## config.mk

```make
export PLATFORM = sky130hd
export DESIGN_NAME = chk_pkt_seq_mc
export DESIGN_NICKNAME = d
export VERILOG_FILES = /design/src/rtl/chk_pkt_seq_mc.sv
export SDC_FILE = /design/constraint.sdc
export NUM_CORES = 1
export LEC_CHECK = 0
export CORE_ASPECT_RATIO = 1.5
export CORE_UTILIZATION = 29
export DETAILED_ROUTE_END_ITERATION = 8
export GPL_ROUTABILITY_DRIVEN = 0
export GPL_TIMING_DRIVEN = 0
export SETUP_SLACK_MARGIN = 0.2
export SLEW_MARGIN = 30
export SYNTH_ARGS = -nofsm -noshare
export SYNTH_HDL_FRONTEND = slang
export SYNTH_SLANG_ARGS = --single-unit
```

## constraint.sdc

```tcl
create_clock -name sysclk -period 4.9 [get_ports sysclk]
set_input_delay 0.98 -clock sysclk [delete_from_list [all_inputs] [get_ports sysclk]]
set_output_delay 0.98 -clock sysclk [all_outputs]
set_load 0.05 [all_outputs]
```

## src/rtl/chk_pkt_seq_mc.sv

```systemverilog
// Multi-channel receive sequence checker: generates the outgoing sequence number and
// classifies returned sequence numbers per channel into in-order / lost / duplicate / backward.
module chk_pkt_seq_mc #(
    parameter int               NCH     = 4,
    parameter int               SEQ_W   = 16,
    parameter int               ERR_W   = 16,
    parameter int               TO_SEC  = 4,
    parameter logic [ERR_W-1:0] TO_CODE = 16'h0E0E
) (
    input  logic                 sysclk,
    input  logic                 nrst,
    input  logic                 tx_tri,
    output logic [SEQ_W-1:0]     pcnt,
    input  logic [NCH-1:0]       rx_vld,
    input  logic [NCH*SEQ_W-1:0] rx_seq,
    input  logic                 rst_err_cnt,
    input  logic                 sec_l,
    output logic [NCH*ERR_W-1:0] err_cnt,
    output logic [NCH*ERR_W-1:0] err_disp,
    output logic [NCH-1:0]       timeout,
    output logic [NCH-1:0]       synced,
    output logic [NCH-1:0]       err_evt
);

    typedef enum logic {
        UNSYNC = 1'b0,
        SYNC   = 1'b1
    } ch_state_e;

    localparam int               SUM_W   = ((ERR_W > SEQ_W) ? ERR_W : SEQ_W) + 1;
    localparam logic [SUM_W-1:0] ERR_MAX = {{(SUM_W-ERR_W){1'b0}}, {ERR_W{1'b1}}};

    // Strobe edge detectors: edge = ~q[1] & q[0] of a 2-flop shift register.
    logic [1:0]     tx_q, rst_q, sec_q;
    logic [NCH-1:0] rx_q0, rx_q1;
    logic           tx_edge, rst_edge, sec_edge;
    logic [NCH-1:0] rx_edge;

    // NOTE: every clocked process uses non-blocking assignments so all flops sample pre-edge values.
    always_ff @(posedge sysclk or negedge nrst) begin
        if (!nrst) begin
            tx_q  <= '0;
            rst_q <= '0;
            sec_q <= '0;
            rx_q0 <= '0;
            rx_q1 <= '0;
        end else begin
            tx_q  <= {tx_q[0], tx_tri};
            rst_q <= {rst_q[0], rst_err_cnt};
            sec_q <= {sec_q[0], sec_l};
            rx_q0 <= rx_vld;
            rx_q1 <= rx_q0;
        end
    end

    assign tx_edge  = ~tx_q[1]  & tx_q[0];
    assign rst_edge = ~rst_q[1] & rst_q[0];
    assign sec_edge = ~sec_q[1] & sec_q[0];
    assign rx_edge  = ~rx_q1 & rx_q0;

    // Outgoing sequence number; only reset clears it.
    always_ff @(posedge sysclk or negedge nrst) begin
        if (!nrst) begin
            pcnt <= '0;
        end else if (tx_edge) begin
            pcnt <= pcnt + SEQ_W'(1);
        end
    end

    for (genvar i = 0; i < NCH; i++) begin : g_ch
        ch_state_e        state, state_nxt;
        logic [SEQ_W-1:0] seq, last, d, add;
        logic             chk;
        logic [SUM_W-1:0] sum;
        logic [ERR_W-1:0] cnt;
        logic             evt;
        logic [TO_SEC-1:0] to_sr;

        assign seq = rx_seq[i*SEQ_W +: SEQ_W];

        always_ff @(posedge sysclk or negedge nrst) begin
            if (!nrst) begin
                state <= UNSYNC;
            end else begin
                state <= state_nxt;
            end
        end

        // NOTE: defaults first so every path assigns state_nxt and no latch is inferred.
        always_comb begin
            state_nxt = state;
            if (rst_edge) begin
                state_nxt = UNSYNC;
            end else if (rx_edge[i] && state == UNSYNC) begin
                state_nxt = SYNC;
            end
        end

        // Capture stage (cycle E): a packet arriving with a clear pending is discarded.
        always_ff @(posedge sysclk or negedge nrst) begin
            if (!nrst) begin
                last <= '0;
                d    <= '0;
                chk  <= 1'b0;
            end else begin
                chk <= 1'b0;
                if (rx_edge[i] && !rst_edge) begin
                    last <= seq;
                    if (state == SYNC) begin
                        d   <= seq - last;
                        chk <= 1'b1;
                    end
                end
            end
        end

        // Classification (cycle E+1): backward jumps count once; last already holds the new seq.
        always_comb begin
            add = '0;
            if (chk) begin
                if (d == '0 || d[SEQ_W-1]) begin
                    add = SEQ_W'(1);
                end else if (d != SEQ_W'(1)) begin
                    add = d - SEQ_W'(1);
                end
            end
        end

        assign sum = SUM_W'(cnt) + SUM_W'(add);

        always_ff @(posedge sysclk or negedge nrst) begin
            if (!nrst) begin
                cnt <= '0;
                evt <= 1'b0;
            end else if (rst_edge) begin
                cnt <= '0;
                evt <= 1'b0;
            end else begin
                evt <= (add != '0);
                if (add != '0) begin
                    cnt <= (sum > ERR_MAX) ? {ERR_W{1'b1}} : sum[ERR_W-1:0];
                end
            end
        end

        // Timeout shifter: any received packet outranks a same-cycle seconds tick.
        always_ff @(posedge sysclk or negedge nrst) begin
            if (!nrst) begin
                to_sr <= '0;
            end else if (rst_edge || rx_edge[i]) begin
                to_sr <= '0;
            end else if (sec_edge) begin
                to_sr <= TO_SEC'({to_sr, 1'b1});
            end
        end

        assign err_cnt[i*ERR_W +: ERR_W]  = cnt;
        assign err_disp[i*ERR_W +: ERR_W] = to_sr[TO_SEC-1] ? TO_CODE : cnt;
        assign timeout[i]                 = to_sr[TO_SEC-1];
        assign synced[i]                  = (state == SYNC);
        assign err_evt[i]                 = evt;
    end

endmodule

```

==> results of run 1 <==
[kinds of logic (layout without fill, tap and decap cells)]
| family | count (synthesis) | in the layout |
|---|---|---|
| DFF | 250 | 250 |
| xor gates and xnor gates | 152 | 152 |
| buffers and inverters | 210 | 495 |
| and+or+nand+nor | 765 | 765 |
| muxes | 12 | 12 |
| other | 0 | 1 |
| AOI/OAI and AO/OA | 506 | 506 |
| adders and majority gates | 141 | 141 |
[cells in the final DEF (no fill, tap or decap), types with 7 or more instances in the layout]
cell type,instances
nand3_1,38
o31ai_1,18
ha_1,133
a311oi_1,14
mux2_2,10
or4_1,8
clkinv_2,7
a211oi_1,13
fa_1,8
or3_1,18
a21oi_1,79
xor2_1,66
nor2b_1,64
or2_2,41
nand2b_1,29
inv_1,122
o221a_1,10
o221a_2,21
o211ai_1,10
nand3b_1,12
o21a_1,22
o21bai_1,7
o21ai_0,187
clkbuf_1,66
nand4_1,10
and2_1,18
nor4_1,9
o41ai_1,8
xnor2_1,86
dfrtp_1,250
nor2_1,191
buf_4,12
a31oi_1,34
nand2_1,212
clkdlybuf4s50_1,227
clkbuf_16,31
nor3_1,63
a41oi_1,7
a21o_1,20
and3_1,22
[power by group through the flow]
stage | sequential, mW | clock [mW] | combinational, mW
2_1_floorplan | 3.51 | 0 | 2.84
3_3_place_gp | 3.12 | 0 | 4.55
3_5_place_dp | 3.14 | 0 | 4.64
4_1_cts | 3.11 | 2.43 | 4.66
5_1_grt | 3.20 | 2.49 | 5.09
6_report | 3.11 | 2.31 | 4.66
[routing by layer]
metal | vias to the layer above | GRT usage [%] | routed length [um]
li1 | 7692 | - | -
met1 | 7223 | 16.8 | 19100
met2 | 276 | 31.1 | 26200
met3 | 50 | 1.94 | 1860
met4 | 0 | 4.06 | 946
met5 | - | 0 | 0
[how the worst max path moves through the flow]
stage	cells after the start	slack, ns	start	to
4_1_cts	19	0.21	g_ch[2].d[2]$_DFFE_PN0P_	g_ch[2].cnt[9]$_DFFE_PN0P_
6_report	16	0.46	g_ch[3].d[9]$_DFFE_PN0P_	g_ch[3].cnt[13]$_DFFE_PN0P_
5_1_grt	16	0.15	g_ch[0].d[6]$_DFFE_PN0P_	g_ch[0].cnt[5]$_DFFE_PN0P_
2_1_floorplan	16	0.71	g_ch[3].d[10]$_DFFE_PN0P_	g_ch[3].cnt[10]$_DFFE_PN0P_
3_5_place_dp	14	-0.33	g_ch[0].d[6]$_DFFE_PN0P_	g_ch[0].cnt[11]$_DFFE_PN0P_
3_3_place_gp	1	-8.25	nrst	g_ch[3].last[0]$_DFFE_PN0P_
[critical path: stages (launching register included)]
cell and delay (ns):
dfrtp_1 0.42, or3_1 0.39, or4_1 0.43, or3_4 0.42
o21ai_4 0.26, buf_2 0.26, nor2_1 0.07, ha_1 0.33
o21a_1 0.13, o31a_1 0.15, o41ai_4 0.35, o31ai_4 0.15
o221ai_1 0.21, a21o_1 0.19, nand3b_4 0.15, buf_6 0.18
o221a_1 0.22
[state kept, by name (all words and copies together) (netlist names)]
| signal | cells |
|---|---|
| g_ch.chk | 4 |
| g_ch.cnt | 64 |
| g_ch.d | 64 |
| g_ch.evt | 4 |
| g_ch.last | 64 |
| g_ch.state | 4 |
| g_ch.to_sr | 16 |
| pcnt | 16 |
| rst_q | 2 |
| rx_q0 | 4 |
| rx_q1 | 4 |
| sec_q | 2 |
| tx_q | 2 |
[repair_timing]
item	CTS	global route
setup endpoints to repair	57	53
gates resized for setup	12	25
endpoints found under the hold margin	0	0
hold buffers	0	0
[area by class of cell]
cell class | count | area [um2]
Inverter | 123 | 462
Timing Repair Buffer | 231 | 2370
Sequential cell | 250 | 6260
Clock buffer | 42 | 877
Fill cell | 6084 | 37300
Multi-Input combinational cell | 1576 | 10400
Tap cell | 777 | 972
Buffer | 87 | 405
Clock inverter | 12 | 140
Antenna cell | 1 | 2.50
[stage by stage]
| stage | hold WS [ns] | setup slack (ns) | instances |
|---|---|---|---|
| floorplan | 0.347 | 0.705 | 2036 |
| finish | 0.255 | 0.456 | 3099 |
| global placement | 0.353 | -8.25 | 3041 |
| CTS | 0.213 | 0.214 | 3098 |
| global route | 0.228 | 0.146 | 3098 |
| detailed placement | 0.366 | -0.329 | 3044 |
==> impl_metrics.tcl, run 1 <==
set metrics [dict create \
    grt.overflow.total 0 \
    synth_simple_gate_area_share_pct 21.5 \
    hold_viol 0 \
    ir_worst_vdd_mv 0.369 \
    ys.flop_type "dfrtp_1" \
    worstReg2RegEnd "g_ch[3].cnt[13]$_DFFE_PN0P_" \
    synth_cell_types 74 \
    worstMarginPinSlew_ns 0.771 \
    r2r_start "g_ch[3].d[9]$_DFFE_PN0P_" \
    drt_iter0_drc 584 \
    placed_area_um2 20800 \
    htree_levels 1 \
    rr_worst_depth 16 \
    hp-class "in -> async" \
    postCtsSetupBuffers 0 \
    antenna_found_initial 1 \
    syn2layout_area_growth_pct 25.8 \
    cp.arrival_ns 4.90 \
    routedWlPerCell_um 15.5 \
    coreArea_um2 59200 \
    clkTransAtPathRegs_ns 0.06 \
    ys_top_cells_by_area "dfrtp_1 (36%), ha_1 (9.6%), o21ai_0 (5.4%)" \
    final_nets 2513 \
    start_util_pct 29.4 \
    synth-edff-count 0 \
    drv_slew 0 \
    slew-limit-headroom_pct 48.6 \
    synth.most_common_cell "dfrtp_1" \
    yosys-top-cells-count "dfrtp_1 (250), nand2_1 (212), nor2_1 (191), o21ai_0 (189), ha_1 (133)" \
    share_seq_of_total_power_pct 30.9 \
    clkPwrFrac_pct 22.9 \
    drc_errors 0 \
    drtPass1Iterations 5 \
    finalSetupTns_ns 0 \
    yosysSeqAreaShare_pct 35.9 \
    ys_ff_latch 250 \
    syn_area_per_cell_um2 8.56 \
    drv_cap 0 \
    synth_compound_area_share_pct 18.8 \
    crit_type "reg -> reg" \
    io_pins 229 \
    critPathLaunchType "flop" \
    max_freq_mhz 225 \
    grt_use_total_pct 15.5 \
    wirelength_um 48100 \
    portBuffers 228 \
    die_w_um 202 \
    drive_gt1_share_pct 7.63 \
    syn_area_um2 17400 \
    switchingPower_mw 4.31 \
    rows 109 \
    combPwrFrac_pct 46.2 \
    ys_async_sr_fraction_pct 100 \
    cp-end-kind "flop" \
    cts_buffer_depth 3 \
    p_leak_nw 9.58 \
    die-height_um 302 \
    num_vias 15241 \
    cts_tree "done" \
    synthXorXnorAreaFrac_pct 7.64 \
    clock_latency_ns 0.58 \
    die_area_um2 61100 \
    synth_nets 2250 \
    finalSetupViolCount 0 \
    reg2reg_slack_ns 0.46 \
    synth_mux_area_share_pct 0.761 \
    ant_nets 0 \
    synth_area_leader_cell "dfrtp_1" \
    grt_pass1_vias 15426 \
    fin_util_pct 37.0 \
    crit_fanout 10 \
    period_share_pct 90.7 \
    rsz0062_at_grt "false" \
    grt_pass1_wl_um 77900 \
    required_ns 5.36 \
    grt_max_degree 84 \
    root_buffer "clkbuf_16" \
    syn_inst 2036 \
    cellPowerDensity_nw_per_um2 460 \
    fin_crit_ns 4.44 \
    synth_top_family_by_area "simple AND/OR/NAND/NOR gates" \
    switching_share_pct 42.8 \
    final_cell_area_um2 21900 \
    vias_per_cell 4.92 \
    yosysWarnings 0 \
    power.internal_mw 5.77 \
    synth_top_area_share_pct 35.9 \
    cts_made_buffers 30 \
    synth_fa_ha_area_share_pct 10.5 \
    dp_hpwl_um 38400 \
    outcome "finished, final reports clean" \
    skew_ns 0.0150 \
    total_power_mw 10.1 \
    clock-sinks 250 \
]
Power figures use the tool's default switching activity.
==> inputs of run 2 (changes only) <==
--- a/config.mk
+++ b/config.mk
@@ -5,13 +5,15 @@
 export SDC_FILE = /design/constraint.sdc
 export NUM_CORES = 1
 export LEC_CHECK = 0
+export CELL_PAD_IN_SITES_DETAIL_PLACEMENT = 1
+export CELL_PAD_IN_SITES_GLOBAL_PLACEMENT = 1
 export CORE_ASPECT_RATIO = 1.5
 export CORE_UTILIZATION = 29
 export DETAILED_ROUTE_END_ITERATION = 8
 export GPL_ROUTABILITY_DRIVEN = 0
 export GPL_TIMING_DRIVEN = 0
+export PLACE_DENSITY_LB_ADDON = 0.1
 export SETUP_SLACK_MARGIN = 0.2
-export SLEW_MARGIN = 30
 export SYNTH_ARGS = -nofsm -noshare
 export SYNTH_HDL_FRONTEND = slang
 export SYNTH_SLANG_ARGS = --single-unit
==> impl_metrics.tcl, run 2 (synthesis results as in run 1) <==
set metrics [dict create \
    final_nets 2520 \
    fin_util_pct 37.3 \
    die-height_um 302 \
    dp_hpwl_um 43200 \
    max_freq_mhz 222 \
    critPathSlowestCell "o41ai_4" \
    grt_pass1_vias 16952 \
    drv_slew 0 \
    cts_made_buffers 31 \
    cts_buffer_depth 3 \
    root_buffer "clkbuf_16" \
    reg2reg_slack_ns 0.40 \
    vias_per_cell 5.02 \
    placed_area_um2 20700 \
    outcome "finished, final reports clean" \
    rows 109 \
    reg_top3 "g_ch.cnt: 64 flops, g_ch.d: 64 flops, g_ch.last: 64 flops" \
    place_inst 3043 \
    finalSetupTns_ns 0 \
    fin_hold_ws_ns 0.259 \
    final_cell_area_um2 22100 \
    final_common_cell "dfrtp_1" \
    slowest_delay_ns 0.48 \
    final_cell_mix "dfrtp_1 (250), clkdlybuf4s50_1 (227), nand2_1 (212)" \
    drv_cap 0 \
    die_w_um 202 \
    required_ns 5.36 \
    skew_ns 0.0206 \
    drtPass1Iterations 4 \
    cts_hold_buffers 0 \
    worstMarginPinSlew_ns 0.934 \
    instances_no_fill 3108 \
    clock_latency_ns 0.59 \
    coreArea_um2 59200 \
    pre_cts_ws_ns -0.645 \
    cellPowerDensity_nw_per_um2 467 \
    rsz0062_at_grt "true" \
    hold_viol 0 \
    path_cells "or3_1 > or4_1 > or3_4 > nor2_2 > o221ai_4 > ha_2 > inv_1 > fa_2 > nor2b_1 > o31a_1 > o41ai_4 > o31ai_4 > o221ai_2 > a21o_1 > nand3b_4 > buf_6 > o221a_1" \
    crit_type "reg -> reg" \
    crit_fanout 10 \
    critPathLaunchType "flop" \
    cp-end-kind "flop" \
    period_share_pct 91.8 \
    syn2layout_area_growth_pct 26.6 \
    layout_setup_ws_ns 0.404 \
    finalSetupViolCount 0 \
    hp-class "in -> async" \
    fillCellCount 7004 \
    num_vias 15617 \
    die_area_um2 61100 \
    clock-sinks 250 \
    rr_worst_depth 17 \
    clkTransAtPathRegs_ns 0.06 \
    grt_max_degree 110 \
    cts_tree "done" \
    ant_nets 0 \
    drt_iter0_drc 542 \
    portBuffers 228 \
    drc_errors 0 \
    fin_crit_ns 4.50 \
    start_util_pct 29.4 \
    grt_use_total_pct 18.0 \
    antenna_found_initial 2 \
    r2r_start "g_ch[3].d[10]$_DFFE_PN0P_" \
    htree_levels 1 \
    drive_gt1_share_pct 8.28 \
    num_antenna_cells 0 \
    io_pins 229 \
    wirelength_um 54900 \
    grt_pass1_wl_um 89200 \
    grt.overflow.total 0 \
    routedWlPerCell_um 17.7 \
    total_power_mw 10.3 \
    worstReg2RegEnd "g_ch[3].cnt[6]$_DFFE_PN0P_" \
    slew-limit-headroom_pct 36.1 \
    p_leak_nw 9.61 \
    cp.arrival_ns 4.96 \
    ir_worst_vdd_mv 0.269 \
]
run 2: changes by cell type in the layout (fill, tap and decap cells not counted), moves of 2 or more:
cell / change
buf_4: +7
nor4_4: +2
clkbuf_8: +2
clkbuf_1: -3
clkbuf_2: -2
clkbuf_4: +3
nor4_2: -2
clkinvlp_4: +2
run 2: report_power, final:
group | internal, mW | switching [mW]
registers | 2.54 | 0.585
logic | 1.85 | 2.92
clock network | 1.43 | 0.971
run 2: worst max-delay path: cells and delay by family, from the launching register on:
kind / cells / cell delay (ns)
AOI/OAI and AO/OA: 7 / 1.68
and+or+nand+nor: 6 / 1.60
adders and majority gates: 2 / 0.44
DFF: 1 / 0.39
buffers and inverters: 2 / 0.25
run 2: worst max path at each step:
stage,slack (ns),depth (start not counted),end,startpoint
6_report,0.40,17,g_ch[3].cnt[6]$_DFFE_PN0P_,g_ch[3].d[10]$_DFFE_PN0P_
2_1_floorplan,0.71,16,g_ch[3].cnt[10]$_DFFE_PN0P_,g_ch[3].d[10]$_DFFE_PN0P_
3_5_place_dp,-0.65,14,g_ch[0].cnt[10]$_DFFE_PN0P_,g_ch[0].d[6]$_DFFE_PN0P_
3_3_place_gp,-8.95,1,g_ch[2].last[0]$_DFFE_PN0P_,nrst
5_1_grt,0.20,17,g_ch[3].cnt[5]$_DFFE_PN0P_,g_ch[3].d[10]$_DFFE_PN0P_
4_1_cts,0.23,17,g_ch[3].cnt[6]$_DFFE_PN0P_,g_ch[3].d[10]$_DFFE_PN0P_
run 2: area by class of cell:
cell class,instances,area [um2],area share (%)
well taps,777,972,4.41
clock buffers,43,901,4.08
flip-flops and latches,250,6260,28.3
clock inverters,15,164,0.743
repair buffers,237,2390,10.9
plain buffers,87,414,1.88
multi-input cells,1576,10500,47.6
inverters,123,462,2.09
run 2: routing by layer:
layer	up-vias	wire length, um	track usage (%)
met3	72	1810	2.27
met4	4	1220	4.73
met1	7615	21800	19.5
met5	-	23	0
li1	7696	-	-
met2	230	30100	36.0
run 2: timing repair:
| action | in CTS | in global routing |
|---|---|---|
| setup endpoints to repair | 56 | 58 |
| buffers inserted | 0 | 7 |
| resized for setup | 20 | 33 |
| pin swaps | 0 | 14 |
